<file path="src/rtl/rtc_timebase.sv">
// rtc_timebase
// Divides the raw master-oscillator input down to the RTC second strobe.
// trig is synchronised and edge-detected, then divided by a power-of-two
// prescaler (tick) and a programmable terminal counter (one_hz, half_hz_50).
// A single pending configuration slot allows terminal and trim changes to
// take effect cleanly on a period boundary. sync_clr realigns the second,
// and a watchdog flags a dead oscillator.
//
// Ports:
//   clk, rst        system clock, synchronous active-high reset
//   trig            raw oscillator, asynchronous to clk
//   enable          freezes prescaler and counter when low
//   sync_clr        clears prescaler, counter and trim position
//   cfg_valid/ready configuration handshake (see below)
//   cfg_terminal    new terminal (0 is taken as 1)
//   cfg_trim_period trim every N periods, 0 disables trim
//   cfg_trim_dir    0 lengthens, 1 shortens the trimmed period by one tick
//   tick            one-cycle pulse per prescaler wrap
//   one_hz          one-cycle pulse per period boundary
//   half_hz_50      toggles at each period boundary
//   trig_lost       no trig edge seen for WATCHDOG_CYCLES clocks
//   count           current terminal-counter value
//
// Configuration handshake: a transfer occurs on any clk edge where
// cfg_valid and cfg_ready are both high; the fields are latched into the
// pending slot and cfg_ready drops. The slot is applied at the next period
// boundary and cfg_ready returns high the cycle after that boundary. The
// offerer may hold cfg_valid; nothing is captured while cfg_ready is low.
module rtc_timebase #(
    parameter int PRESCALE_LOG2   = 7,
    parameter int COUNT_WIDTH     = 17,
    parameter int RESET_TERMINAL  = 78124,
    parameter int WATCHDOG_CYCLES = 1023
) (
    input  logic                   clk,
    input  logic                   rst,
    input  logic                   trig,
    input  logic                   enable,
    input  logic                   sync_clr,
    input  logic                   cfg_valid,
    output logic                   cfg_ready,
    input  logic [COUNT_WIDTH-1:0] cfg_terminal,
    input  logic [7:0]             cfg_trim_period,
    input  logic                   cfg_trim_dir,
    output logic                   tick,
    output logic                   one_hz,
    output logic                   half_hz_50,
    output logic                   trig_lost,
    output logic [COUNT_WIDTH-1:0] count
);

    localparam int WD_WIDTH = $clog2(WATCHDOG_CYCLES + 1);
    localparam logic [WD_WIDTH-1:0]    WD_MAX     = WD_WIDTH'(WATCHDOG_CYCLES);
    localparam logic [COUNT_WIDTH-1:0] RESET_TERM = COUNT_WIDTH'(RESET_TERMINAL);
    localparam logic [COUNT_WIDTH-1:0] ONE        = COUNT_WIDTH'(1);

    // Input conditioning: sync1/sync2 form the synchroniser, sync3 is the
    // previous synchronised value used for rising-edge detection.
    logic sync1, sync2, sync3;
    logic trig_edge;

    always_ff @(posedge clk) begin
        if (rst) begin
            sync1 <= 1'b0;
            sync2 <= 1'b0;
            sync3 <= 1'b0;
        end else begin
            sync1 <= trig;
            sync2 <= sync1;
            sync3 <= sync2;
        end
    end

    assign trig_edge = sync2 & ~sync3;

    // Watchdog: saturating count of clocks since the last edge.
    logic [WD_WIDTH-1:0] wd;

    always_ff @(posedge clk) begin
        if (rst || trig_edge) begin
            wd <= '0;
        end else if (wd != WD_MAX) begin
            wd <= wd + WD_WIDTH'(1);
        end
    end

    assign trig_lost = (wd == WD_MAX);

    // Prescaler: tick is registered on the edge that wraps all-ones to 0.
    logic [PRESCALE_LOG2-1:0] presc;

    always_ff @(posedge clk) begin
        if (rst || sync_clr) begin
            presc <= '0;
            tick  <= 1'b0;
        end else begin
            tick <= trig_edge & enable & (&presc);
            if (trig_edge && enable) begin
                presc <= presc + PRESCALE_LOG2'(1);
            end
        end
    end

    // Active settings and the pending configuration slot.
    logic [COUNT_WIDTH-1:0] terminal, pend_terminal, eff_terminal;
    logic [7:0]             trim_period, pend_trim_period, trim_cnt;
    logic                   trim_dir, pend_trim_dir, pend_valid;
    logic                   apply_d;
    logic                   trim_now, boundary;

    // The trimmed period is the last one of each trim_period-long cycle.
    assign trim_now = (trim_period != 8'd0) && (trim_cnt == trim_period - 8'd1);

    always_comb begin
        eff_terminal = terminal;
        if (trim_now) begin
            if (!trim_dir) begin
                eff_terminal = terminal + ONE;
            end else if (terminal != ONE) begin
                // A one-tick period cannot be shortened further.
                eff_terminal = terminal - ONE;
            end
        end
    end

    assign boundary = tick & enable & (count == eff_terminal);

    always_ff @(posedge clk) begin
        if (rst) begin
            count            <= '0;
            one_hz           <= 1'b0;
            half_hz_50       <= 1'b0;
            trim_cnt         <= 8'd0;
            terminal         <= RESET_TERM;
            trim_period      <= 8'd0;
            trim_dir         <= 1'b0;
            pend_valid       <= 1'b0;
            pend_terminal    <= '0;
            pend_trim_period <= 8'd0;
            pend_trim_dir    <= 1'b0;
            cfg_ready        <= 1'b1;
            apply_d          <= 1'b0;
        end else begin
            one_hz  <= 1'b0;
            apply_d <= 1'b0;

            // cfg_ready is low whenever the slot is full or just applied,
            // so capture and apply never coincide.
            if (cfg_valid && cfg_ready) begin
                pend_valid       <= 1'b1;
                pend_terminal    <= (cfg_terminal == '0) ? ONE : cfg_terminal;
                pend_trim_period <= cfg_trim_period;
                pend_trim_dir    <= cfg_trim_dir;
                cfg_ready        <= 1'b0;
            end
            if (apply_d) begin
                cfg_ready <= 1'b1;
            end

            if (sync_clr) begin
                count    <= '0;
                trim_cnt <= 8'd0;
            end else if (boundary) begin
                count      <= '0;
                one_hz     <= 1'b1;
                half_hz_50 <= ~half_hz_50;
                if (pend_valid) begin
                    terminal    <= pend_terminal;
                    trim_period <= pend_trim_period;
                    trim_dir    <= pend_trim_dir;
                    trim_cnt    <= 8'd0;
                    pend_valid  <= 1'b0;
                    apply_d     <= 1'b1;
                end else if (trim_now || trim_period == 8'd0) begin
                    trim_cnt <= 8'd0;
                end else begin
                    trim_cnt <= trim_cnt + 8'd1;
                end
            end else if (tick && enable) begin
                count <= count + ONE;
            end
        end
    end

endmodule

</file>
<file path="config.mk">
export PLATFORM = sky130hd
export DESIGN_NAME = rtc_timebase
export DESIGN_NICKNAME = d
export VERILOG_FILES = /design/src/rtl/rtc_timebase.sv
export SDC_FILE = /design/constraint.sdc
export NUM_CORES = 1
export LEC_CHECK = 0
export ABC_AREA = 0
export CAP_MARGIN = 15
export CORE_ASPECT_RATIO = 1.5
export CORE_MARGIN = 2
export CORE_UTILIZATION = 35
export CTS_CLUSTER_DIAMETER = 80
export CTS_CLUSTER_SIZE = 16
export DETAILED_ROUTE_END_ITERATION = 8
export HOLD_SLACK_MARGIN = 0.1
export PLACE_DENSITY_LB_ADDON = 0.15
export SYNTH_ARGS = -nofsm -noshare
export SYNTH_HDL_FRONTEND = slang
export SYNTH_SLANG_ARGS = --single-unit
export TNS_END_PERCENT = 5
</file>
<file path="constraint.sdc">
create_clock -name clk -period 3.25 [get_ports clk]
set_input_delay 0.65 -clock clk [delete_from_list [all_inputs] [get_ports clk]]
set_output_delay 0.65 -clock clk [all_outputs]
set_load 0.02 [all_outputs]
</file>
Word-level counts from Yosys, hierarchy flattened
Cells that the tools add are included.

Latch bits: 0. Bits in writable memories: 0. Bits in read-only memories: 0. Memories: 0. Bits in registers: 103.

Divide/modulo/power cells: 0. Shifts and indexed selects: 0. Equal/unequal tests: 5. $mul: 0. Magnitude comparators: 0. Reduce and logical (&&, ||, !) cells: 17. Muxes and demuxes: 12. Bitwise operators: 9. Add/subtract/negate cells: 7.

Operators by type and width (number): $mux 17 (4); $add 17x1->17 const B (2); $eq 17x17->1 (1); $logic_not 17->1 (1); $ne 17x1->1 const B (1); $sub 17x1->17 const B (1); $mux 8 (2); $add 10x1->10 const B (1); $eq 10x10->1 const B (1); $ne 10x10->1 const B (1); $add 8x1->8 const B (1); $eq 8x8->1 (1); $logic_not 8->1 (1); $reduce_bool 8->1 (1); $sub 8x1->8 const B (1); $add 7x1->7 const B (1); $reduce_and 7->1 (1); $mux 1 (6); $reduce_or 3->1 (2); $and 1x1->1 (5); $logic_and 1x1->1 (4); $not 1->1 (4); $reduce_or 2->1 (2); $logic_or 1x1->1 (3); other kinds (2) (2).

Logic depth before layout (Yosys ltp)
Depth after elaboration: 8. Mapped depth: 15.

Worst setup path before layout
OpenSTA, ideal clock, no wires.

Path kind: reg2reg. Start point: reg terminal[1]. End point: reg half_hz_50. Data arrival time: 3.266 ns. Setup time: 0.121 ns. Period minus slack after synthesis: 3.387 ns. Stages on the path, launching flop included: 15. Path slack: -0.137 ns. Data required time: 3.129 ns. Path buffers: 3. Cell sequence: dfxtp_1 clkbuf_1 inv_1 ha_1 nor4b_1 and4_1 buf_2 a311o_1 nor4b_1 o41ai_1 and2_1 clkbuf_1 or3_1 nor3_1 mux2_2.

Longest elaborated chain between the ends: 7. Elaborated cells between the ends (all ways): 9. Classes of those cells: add/sub (2); eq/ne (2); mux (3); bitwise (1); reduce/logical (1).

Ends and longest elaborated chain: from (decl) (line 105) `logic [COUNT_WIDTH-1:0] terminal, pend_terminal, eff_terminal;`; from (signal assigned) (line 168) `terminal <= pend_terminal;`; $sub 17x1->17 or $ne 17x1->1 (tied branches) (line 121, 119); $mux 17 (line 119) `end else if (terminal != ONE) begin`; $mux 17 (line 117) `if (!trim_dir) begin`; $mux 17 (*) (line 116) `if (trim_now) begin`; $eq 17x17->1 (*) (line 126) `assign boundary = tick & enable & (count == eff_terminal);`; $and 1x1->1 (*) (line 126); $reduce_and 2->1 (no source line) (*); to (signal assigned) (line 166) `half_hz_50 <= ~half_hz_50;`; to (decl) (line 47) `output logic half_hz_50,`.

Every way passes the cells marked *; elsewhere a longest branch is shown, timed or not. A chain may end at the register's enable or synchronous reset.

Worst setup path in the final report
Start point: reg terminal[7]. End point: reg trim_cnt[2].

Longest elaborated chain between the ends: 6. Elaborated cells between the ends (all ways): 8. Classes of those cells: add/sub (2); eq/ne (2); mux (3); bitwise (1).

Ends and longest elaborated chain: $sub 17x1->17 or $ne 17x1->1 (tied branches) (line 121, 119); $mux 17 (line 119); $mux 17 (line 117); $mux 17 (*) (line 116); $eq 17x17->1 (*) (line 126); $and 1x1->1 (*) (line 126); to (signal assigned) (line 177) `trim_cnt <= trim_cnt + 8'd1;`; to (decl) (line 106) `logic [7:0] trim_period, pend_trim_period, trim_cnt;`.

Marks and branches as above.

==> flow_summary.toml <==
[status]
violations = "negative setup slack"
status = "finished with violations"

[cts]
tritoncts = "yes"
cts_buffers = 9
clk_latency_ps = 350
clk_pin_slew_ps = 80
clockRootBuffer = "clkbuf_16"
cts.sinks = 103
clk_path_buf_depth = 2
htree_num_levels = 3
holdBufCountCts = 0

[worst_setup_path]
arrival_ps = 3710
worstPathMaxFanout = 3
setup.worst_path.end_class = "register"
cp-start-kind = "register"
path_class = "register to register"
cpMaxStageDelayCell = "or4_4"
path_cells = "buf_6 > or4_4 > nor4_4 > buf_4 > a211oi_2 > nor4bb_1 > o21ai_1 > a22oi_2 > nand4_1 > buf_4 > buf_6 > or4_4 > a32o_1"
crit_required_ps = 3500
critPathMaxStageDelay_ps = 510

[timing]
period_share = 1.06
hold_violations = 0
min_period_ps = 3460
setup_viol = 50
timing.fmax_mhz = 289
slew_violations = 0
rsz0062_at_grt = "true"
worst_pin_slew_ps = 855
fin_skew_ps = 9.66
relSlewSlack = 0.430
fin_hold_ws_ps = 439
setup_slack_ps = -211

[global_routing]
grt_pass1_wl_mm = 29.0
grt_max_degree = 58
grt.total_usage = 0.207
first_global_vias = 5845
grt-ovfl-total = 0
antenna_found_initial = 0

[floorplanning]
die_x_um = 110
dieArea_um2 = 17900
boundaryPins = 54
start_util = 0.354
rows = 58
core_area_um2 = 16600
die_y_um = 163

[power_and_ir_drop]
p_per_area_nw_per_um2 = 300
ir_drop_uv = 220
power_leakage_nw = 3.07

[route]
antenna_left = 0
first_pass_iters = 4
drcViolationCount = 0
wl_per_cell_um = 16.5
via_per_inst = 5.27
first_iter_violations = 232
wl_mm = 17.8
vias = 5676

[synth]
ys_seq_area_frac = 0.350
ys_types = 68
netlist.area_leader.share = 0.350
syn_inst = 725
synth_edf_count = 0
synth_top_area_cell = "dfxtp_1"
synthesis.area_um2 = 5890
synthFlopType = "dfxtp_1"
avgSynthCellArea_um2 = 8.12
synthTopCellsByArea = "dfxtp_1, nand2_1, xnor2_1"
yosysWarnings = 0
ys_ff_latch = 103
syn_nets = 766
async_reset_ff_frac = 0

[finish]
antennaDiodeCount = 0
nNetsFinal = 905
area_growth_pct = 40.6
fin_area_um2 = 8270
n_fill_cell = 1615
drive_gt1_frac = 0.273

[placed_design]
gp_congestion = 0.883
port_buffers = 53
placed_cell_area_um2 = 7340
dp_hpwl_mm = 13.1

[min_path]
min_path_type = "register to register"

[run]
max-cap-violations = 0
## flip-flops by register name, indices dropped and copies added (netlist names)
name,cells
apply_d,1
pend_terminal,17
wd,10
terminal,17
sync1,1
trim_cnt,8
one_hz,1
sync3,1
trim_dir,1
count,17
pend_trim_period,8
pend_trim_dir,1
trim_period,8
presc,7
tick,1
sync2,1
pend_valid,1
half_hz_50,1
cfg_ready,1
## repair_timing
item | 4_1_cts | 5_1_grt
cloned | 3 | 2
gates resized for setup | 37 | 43
buffers inserted | 9 | 6
pin swaps | 15 | 19
setup endpoints to repair | 53 | 54
## power by group
group | switching (mW) | internal (mW)
clock | 0.516 | 0.522
sequential | 0.0146 | 1.29
combinational | 0.0729 | 0.0724
## layout by cell type (no fill, tap or decap), drive strengths merged, types with 4 or more instances in the layout
cell,n
a31oi,7
nand2b,25
o22ai,21
nand3,21
clkdlybuf4s50,52
clkbuf,11
inv,36
dfxtp,103
or4,7
nor2,63
nor4b,5
nor2b,8
and3,17
o22a,10
and2,9
nand4,19
o21ai,16
and4,6
o41ai,5
nor4,23
a21oi,41
xor2,24
a21o,4
nor3,16
buf,117
nor3b,13
xnor2,28
nand4b,4
nand2,82
ha,9
or2,9
or3,6
## final cells by class
class	instances	area, um^2	area share
clock inverter	6	45.0	0.00544
sequential	103	2070	0.250
inverter	34	128	0.0154
multi-input combinational	543	3940	0.476
tap	210	263	0.0318
timing repair buffer	173	1610	0.194
clock buffer	9	225	0.0272
## worst max-delay path: cells and delay by family, from the launching register on
kind / cells / cell delay [ps]
flops: 1 / 330
buf+inv: 4 / 560
simple gates: 5 / 1750
compound gates: 4 / 730
## layer usage
metal,GRT usage,vias up,part of all wire
met5,0,-,0
met4,0.0932,0,0.042
met3,0.0240,31,0.030
met2,0.378,117,0.53
met1,0.233,2682,0.40
li1,-,2846,-
## cell usage after synthesis (19+ instances only)
library cell	instances
xnor2_1	28
nor4_1	20
xor2_1	24
nor2_1	63
nand2_1	82
clkbuf_1	35
a21oi_1	41
nand2b_1	25
o22ai_2	19
nand3_1	21
inv_1	34
nand4_1	19
dfxtp_1	103
## kinds of logic after synthesis
family / after synthesis / synth area share
buf+inv: 79 / 0.0559
compound gates: 133 / 0.169
fa+ha+maj: 9 / 0.0191
mux: 5 / 0.00893
simple gates: 344 / 0.320
xor+xnor: 52 / 0.0774
flops: 103 / 0.350
## metrics by stage
stage / total power [mW] / TNS (ps) / instances / worst slack, ps / utilization
final: 2.48 / -6990 / 1078 / -211 / 0.498
after global routing: 2.57 / -12630 / 1078 / -319 / 0.498
after CTS: 2.50 / -4510 / 1070 / -129 / 0.479
after detailed placement: 1.47 / -7330 / 1043 / -246 / 0.442
after global placement: 1.47 / -4490 / 1043 / -200 / 0.442
after floorplan: 1.40 / -757 / 725 / -35.0 / -
## final timing paths
path	from	to	slack [ps]	cells past startpoint
max	terminal[7]	trim_cnt[2]	-210	13
min	apply_d	cfg_ready	440	2
max reg2reg	terminal[7]	trim_cnt[2]	-210	13
min reg2reg	apply_d	cfg_ready	440	2
Note: power is estimated with default switching activity, not from simulation.
